### config.mk
export PLATFORM = sky130hd
export DESIGN_NAME = ifu_jalr_tgt_ctrl
export DESIGN_NICKNAME = d
export VERILOG_FILES = /design/src/rtl/ifu_jalr_tgt_ctrl_pkg.sv /design/src/rtl/ifu_jalr_tgt_ctrl_sb_cnt.sv /design/src/rtl/ifu_jalr_tgt_ctrl.sv
export SDC_FILE = /design/constraint.sdc
export NUM_CORES = 1
export LEC_CHECK = 0
export ABC_AREA = 1
export CAP_MARGIN = 20
export CORE_MARGIN = 2
export CORE_UTILIZATION = 39
export DETAILED_ROUTE_END_ITERATION = 6
export PLACE_DENSITY = 0.87
export SLEW_MARGIN = 10
export SYNTH_ARGS = -nofsm -noshare
export SYNTH_HDL_FRONTEND = slang
export SYNTH_HIERARCHICAL = 1
export SYNTH_SLANG_ARGS = --single-unit
### constraint.sdc
create_clock -name clk -period 4.3 [get_ports clk]
set_input_delay 0.43 -clock clk [delete_from_list [all_inputs] [get_ports clk]]
set_output_delay 0.43 -clock clk [all_outputs]
set_load 0.02 [all_outputs]
### src/rtl/ifu_jalr_tgt_ctrl_pkg.sv
// Shared types and default sizes for the JALR target-operand controller.
//  jtc_state_e : FSM state encoding (2 bits)
//  Jtc*        : default widths used as parameter defaults by the top
package ifu_jalr_tgt_ctrl_pkg;

  localparam int unsigned JtcPcSize     = 32;
  localparam int unsigned JtcXlen       = 32;
  localparam int unsigned JtcRfidxWidth = 5;
  localparam int unsigned JtcCntW       = 3;
  localparam int unsigned JtcStarveMax  = 2;

  typedef enum logic [1:0] {
    StIdle    = 2'd0,
    StDepWait = 2'd1,
    StRfReq   = 2'd2,
    StRfData  = 2'd3
  } jtc_state_e;

endpackage

### src/rtl/ifu_jalr_tgt_ctrl_sb_cnt.sv
// Scoreboard counter: tracks outstanding register writes.
// Ports:
//  clk, rst  clock / async active-low reset
//  inc, dec  one write dispatched / one write retired (both -> unchanged)
//  full      counter at 2**CNT_W-1, dispatch must stall writers
//  empty     counter at zero, no outstanding writes
module ifu_jalr_tgt_ctrl_sb_cnt #(
  parameter int unsigned CNT_W = 3
) (
  input  logic clk,
  input  logic rst,
  input  logic inc,
  input  logic dec,
  output logic full,
  output logic empty
);

  localparam logic [CNT_W-1:0] CntMax = '1;

  logic [CNT_W-1:0] cnt_q, cnt_d;

  always_comb begin
    cnt_d = cnt_q;
    if (inc && !dec) begin
      cnt_d = cnt_q + 1'b1;
    end else if (dec && !inc) begin
      cnt_d = cnt_q - 1'b1;
    end
  end

  always_ff @(posedge clk or negedge rst) begin
    if (!rst) begin
      cnt_q <= '0;
    end else begin
      cnt_q <= cnt_d;
    end
  end

  assign full  = (cnt_q == CntMax);
  assign empty = (cnt_q == '0);

  // Wrapping would silently lose a hazard; upstream stalls must prevent it.
  a_no_overflow:  assert property (@(posedge clk) disable iff (!rst) !(inc && !dec && full));
  a_no_underflow: assert property (@(posedge clk) disable iff (!rst) !(dec && !inc && empty));

endmodule

### src/rtl/ifu_jalr_tgt_ctrl.sv
// JALR target-operand sequencer for the IFU lite branch predictor.
// Waits out write hazards on rs1 (x1 counter / any-GPR counter), arbitrates regfile read
// port 1 against dispatch with starvation protection, and delivers rs1 as the adder op1.
// Ports:
//  clk, rst                      clock / async active-low reset
//  jalr_req, jalr_rs1idx         JALR in IR and its rs1 index (held until resolve or flush)
//  disp_wen, disp_x1_wen         dispatched instruction writes a GPR / x1
//  wb_wen, wb_x1_wen             writeback retires a GPR / x1 write
//  disp_rs1_ren                  dispatch wants read port 1
//  flush                         pipeline flush, abandons the current JALR
//  rf2bpu_x1, rf2bpu_rs1         dedicated x1 read / port 1 data (cycle after grant)
//  bpu2rf_rs1_ena, disp_rs1_gnt  read port 1 owner this cycle
//  sb_full                       either scoreboard counter saturated
//  bpu_wait                      JALR pending and not resolved, freeze PC
//  tgt_resolve, tgt_op1          op1 valid pulse and value
module ifu_jalr_tgt_ctrl
  import ifu_jalr_tgt_ctrl_pkg::*;
#(
  parameter int unsigned PC_SIZE     = JtcPcSize,
  parameter int unsigned XLEN        = JtcXlen,
  parameter int unsigned RFIDX_WIDTH = JtcRfidxWidth,
  parameter int unsigned CNT_W       = JtcCntW,
  parameter int unsigned STARVE_MAX  = JtcStarveMax
) (
  input  logic                   clk,
  input  logic                   rst,
  input  logic                   jalr_req,
  input  logic [RFIDX_WIDTH-1:0] jalr_rs1idx,
  input  logic                   disp_wen,
  input  logic                   disp_x1_wen,
  input  logic                   wb_wen,
  input  logic                   wb_x1_wen,
  input  logic                   disp_rs1_ren,
  input  logic                   flush,
  input  logic [XLEN-1:0]        rf2bpu_x1,
  input  logic [XLEN-1:0]        rf2bpu_rs1,
  output logic                   bpu2rf_rs1_ena,
  output logic                   disp_rs1_gnt,
  output logic                   sb_full,
  output logic                   bpu_wait,
  output logic                   tgt_resolve,
  output logic [PC_SIZE-1:0]     tgt_op1
);

  localparam int unsigned SW = $clog2(STARVE_MAX + 1);

  jtc_state_e         state_q, state_d;
  logic [SW-1:0]      starve_q, starve_d;
  logic [PC_SIZE-1:0] op1_q;

  logic any_full, any_empty, x1_full, x1_empty;
  logic is_x0, is_x1;
  logic resolve_c, bpu_gnt_c, disp_gnt_c;
  logic [PC_SIZE-1:0] op1_c;

  ifu_jalr_tgt_ctrl_sb_cnt #(
    .CNT_W (CNT_W)
  ) u_any_cnt (
    .clk   (clk),
    .rst   (rst),
    .inc   (disp_wen),
    .dec   (wb_wen),
    .full  (any_full),
    .empty (any_empty)
  );

  ifu_jalr_tgt_ctrl_sb_cnt #(
    .CNT_W (CNT_W)
  ) u_x1_cnt (
    .clk   (clk),
    .rst   (rst),
    .inc   (disp_x1_wen),
    .dec   (wb_x1_wen),
    .full  (x1_full),
    .empty (x1_empty)
  );

  assign is_x0 = (jalr_rs1idx == '0);
  assign is_x1 = (jalr_rs1idx == RFIDX_WIDTH'(1));

  always_comb begin
    state_d    = state_q;
    starve_d   = starve_q;
    resolve_c  = 1'b0;
    op1_c      = '0;
    bpu_gnt_c  = 1'b0;
    disp_gnt_c = disp_rs1_ren;

    unique case (state_q)
      StIdle: begin
        if (jalr_req) begin
          if (is_x0) begin
            resolve_c = 1'b1;
          end else if (is_x1) begin
            if (x1_empty) begin
              resolve_c = 1'b1;
              op1_c     = rf2bpu_x1[PC_SIZE-1:0];
            end else begin
              state_d = StDepWait;
            end
          end else if (any_empty) begin
            state_d = StRfReq;
          end else begin
            state_d = StDepWait;
          end
        end
      end
      StDepWait: begin
        // x1 goes back through IDLE, which reads the dedicated x1 port.
        if (is_x1 && x1_empty) begin
          state_d = StIdle;
        end else if (!is_x1 && any_empty) begin
          state_d = StRfReq;
        end
      end
      StRfReq: begin
        if (!disp_rs1_ren || (starve_q == SW'(STARVE_MAX))) begin
          bpu_gnt_c  = 1'b1;
          disp_gnt_c = 1'b0;
          starve_d   = '0;
          state_d    = StRfData;
        end else begin
          starve_d = starve_q + 1'b1;
        end
      end
      StRfData: begin
        resolve_c = 1'b1;
        op1_c     = rf2bpu_rs1[PC_SIZE-1:0];
        state_d   = StIdle;
      end
      default: state_d = StIdle;
    endcase

    // A grant already given this cycle stays; only the result is dropped.
    if (flush) begin
      state_d   = StIdle;
      starve_d  = '0;
      resolve_c = 1'b0;
      op1_c     = '0;
    end
  end

  always_ff @(posedge clk or negedge rst) begin
    if (!rst) begin
      state_q  <= StIdle;
      starve_q <= '0;
      op1_q    <= '0;
    end else begin
      state_q  <= state_d;
      starve_q <= starve_d;
      if (state_q == StRfData && !flush) begin
        op1_q <= rf2bpu_rs1[PC_SIZE-1:0];
      end
    end
  end

  // Outputs are forced low while reset is asserted so no pulse escapes mid-operation.
  assign tgt_resolve    = rst & resolve_c;
  assign tgt_op1        = rst ? op1_c : '0;
  assign bpu2rf_rs1_ena = rst & bpu_gnt_c;
  assign disp_rs1_gnt   = rst & disp_gnt_c;
  assign bpu_wait       = rst & jalr_req & ~resolve_c;
  assign sb_full        = rst & (any_full | x1_full);

  a_req_held: assert property (@(posedge clk) disable iff (!rst)
    (jalr_req && !tgt_resolve && !flush) |=> jalr_req);
  a_one_owner: assert property (@(posedge clk) disable iff (!rst)
    !(bpu2rf_rs1_ena && disp_rs1_gnt));
  a_disp_x1: assert property (@(posedge clk) disable iff (!rst) disp_x1_wen |-> disp_wen);
  a_wb_x1: assert property (@(posedge clk) disable iff (!rst) wb_x1_wen |-> wb_wen);
  a_op1_cap: assert property (@(posedge clk) disable iff (!rst)
    (state_q == StRfData && !flush) |=> (op1_q == $past(rf2bpu_rs1[PC_SIZE-1:0])));

endmodule
==> flow_summary.yaml <==
finish:
  finish.cell_count_without_fillers: 392
  finalInstanceArea_sq_um: 2810
  number_of_diodes_added_for_antenna_fixing: 0
  areaGrowthSynthToFinish_pct: 71.3
  final_layout_size_suffix_gt1_frac: 0.225
  final_core_util: 0.698
  final_net_count: 431
  area_of_the_multi_input_gates_sq_um: 1200
  n_fill_cell: 343
  area.sequential_sq_um: 250
power_and_ir_drop:
  swShare: 0.479
  comb_power_share: 0.614
  p_seq_frac: 0.250
  totalPowerFinal_mw: 0.714
  p_leak_nw: 0.998
  p_clk_frac: 0.137
  net_sw_power_mw: 0.342
  vdd_drop_max_mv: 0.275
  internal_power_mw: 0.372
  power_per_cell_area_nw_per_um2: 254
worst_setup_path:
  r2r_slack_ns: 2.80
  dominant_cell_type_by_count_on_the_critical_path: "nand2_1"
  cp-start-kind: "register"
  cp_max_fo: 33
  endpoint_kind: "output port"
  crit_slowest_cell: "clkdlybuf4s50_1"
  worst-setup-path-type: "register to output port"
  critical_path_arrival_ns: 2.76
  critical_path_required_ns: 3.87
  crit_path_cell_trace: "inv_1 > ha_1 > nand2_1 > inv_2 > a21o_1 > nand2_1 > nor2_1 > clkdlybuf4s50_1"
  max_stage_delay_on_crit_path_ns: 0.63
placement:
  placed_cells: 389
  detailedPlacementHpwl_microns: 4380
  finalWeightedCongestion: 0.910
  io_buffer_count: 114
  pre_cts_ws_ns: 1.16
  placed_area_sq_um: 2770
timing:
  clock_skew_ns: 0.00185
  layout_worst_path_cycle_share: 0.741
  achievable-frequency_ghz: 0.314
  relSlewSlack: 0.379
  setup_repair_after_global_routing_missed_its_margin: "false"
  worst-slew-pin-transition_ns: 0.928
  timing.setup.tns_ns: 0
  finalSetupViolCount: 0
  post-route-min-period_ns: 3.19
  final_hold_vio_count: 0
  final_max_slew_violation_count: 0
  whs_ns: 0.492
  minimum_setup_slack_in_the_final_design_ns: 1.11
floorplanning:
  floorplan.die_area_sq_um: 4750
  die_w_microns: 68.9
  num_io_pins: 115
  rows: 23
  die_h_microns: 68.9
  initial_core_util: 0.408
  core_sq_um: 4030
synth:
  syn-instance-count: 236
  postSynthRegisterBits: 10
  post_synth.cell_area_avg_sq_um: 6.96
  mappedNetlistNets: 323
  synth_top_area_frac: 0.183
  synth.yosys.seq_area_share: 0.152
  synth_top_cell_by_area: "nand3_2"
  synth.yosys.warnings: 6
  post_synth_main_area_contributors: "nand3_2 (18%), nand2_1 (18%), a21oi_2 (16%)"
  synth_cell_types: 22
  netlist_area_sq_um: 1640
drt:
  residual_drc_count: 0
  detailedRoute.firstPassIterationCount: 4
  final_antenna_net_count: 0
  wl_per_cell_microns: 14.1
  vias_after_detailed_routing: 1934
  routed_via_density: 4.93
  detail_route.wirelength_microns: 5520
  detailedRoute.firstIterationViolations: 78
cts:
  clock_tree.root_cell: "clkbuf_8"
  cts.repair_timing.setup_buffer_count: 0
  holdBufCountCts: 0
  numCtsBuffers: 3
  clock_path_buffers: 2
  clock_insertion_delay_worst_skew_ns: 0.24
  h-tree-depth: 1
  cts.reportedPaths.clkPinSlew_ns: 0.05
  cells_resized_by_post_cts_repair: 0
  cts.sink_count: 10
  tritoncts_clock_tree: "done"
global_routing:
  grt_util_met3: 0.0438
  grt_start_max_net_pins: 34
  global_route_wire_length_before_repair_microns: 7990
  gr-usage-met1: 0.272
  antenna_violations_before_repair: 0
  grt_pass1_vias: 1761
  use_met2: 0.403
  global_route.peak_usage_layer: "met2"
  globalRoute.totalOverflow: 0
  grt_usage: 0.223
worst_hold_path:
  min-delay-path-class: "register to register"
run:
  max-cap-violations: 0
status:
  status: "completed"
==> layer usage <==
metal  vias to the layer above  routed length (microns)
met5                         -                        0
met4                         0                       36
met3                         6                      530
met2                        76                     2840
met1                       875                     2120
li1                        977                        -
==> cell families after synthesis <==
logic type	share of synthesized area
xor gates and xnor gates	0.0107
buffers and inverters	0.118
adders and majority gates	0.0777
DFF	0.152
and+or+nand+nor	0.455
AOI/OAI and AO/OA	0.186
==> sequential cells by signal, indices dropped and copies added (netlist names) <==
name and flops:
state_q 2, u_x1_cnt/cnt_q 3, u_any_cnt/cnt_q 3, starve_q 2
==> cells in the final DEF, fill, tap and decap left out <==
cell type	netlist	routed
clkdlybuf4s50_1	0	114
nand2_1	77	76
nand3_2	30	30
a21oi_2	30	30
inv_1	19	19
nor2_1	15	15
dfrtp_1	10	10
nand3_1	7	7
ha_1	7	7
inv_2	6	6
a21oi_1	5	5
nor2_2	3	3
nor3_1	3	3
clkbuf_8	0	3
o21ai_0	2	2
buf_4	0	2
xnor2_1	2	2
nand4_1	2	2
fa_1	2	2
nand4_4	1	1
clkinv_4	1	1
nand2_2	0	1
a21o_1	1	1
==> critical path: cells and delay by family, from the launching register on <==
kind / cells / cell delay, ns
compound gates: 1 / 0.24
fa+ha+maj: 1 / 0.25
buf+inv: 3 / 1.33
flops: 1 / 0.41
simple gates: 3 / 0.28
==> synthesized netlist by cell type <==
library cell and instances:
fa_1 2, nand3_2 30, nor3_1 3, nand2_1 77, ha_1 7, nand4_1 2
inv_2 6, nor2_2 3, dfrtp_1 10, a21oi_1 5, a21o_1 1, nand3_1 7
nand4_4 1, xnor2_1 2, nor2_1 15, buf_8 3, inv_1 19, a21oi_2 30
buf_2 7, clkbuf_1 3, clkinv_4 1, o21ai_0 2
==> final timing paths <==
kind	from	endpoint	depth (start not counted)
worst max register to register	state_q[0]	state_q[1]	10
min in group asynchronous	rst	starve_q[0]	2
worst max-delay path	state_q[0]	tgt_resolve	8
max in group asynchronous	rst	u_any_cnt/cnt_q[2]	2
worst min-delay path	starve_q[1]	starve_q[1]	2
worst min register to register	starve_q[1]	starve_q[1]	2
==> final cells by class <==
cell class	instances	share of cell area
multi-input cells	187	0.427
inverters	26	0.0365
well taps	50	0.0222
flip-flops and latches	10	0.0889
clock buffers	3	0.0147
repair buffers	116	0.411
==> power groups by stage <==
stage / logic [mW] / clock network, mW / registers, mW
6_report: 0.438 / 0.0977 / 0.178
5_1_grt: 0.491 / 0.103 / 0.185
4_1_cts: 0.441 / 0.0979 / 0.178
3_5_place_dp: 0.435 / 0 / 0.179
3_3_place_gp: 0.424 / 0 / 0.177
2_1_floorplan: 0.291 / 0 / 0.168
No activity file was read; power rests on OpenSTA's default activity.
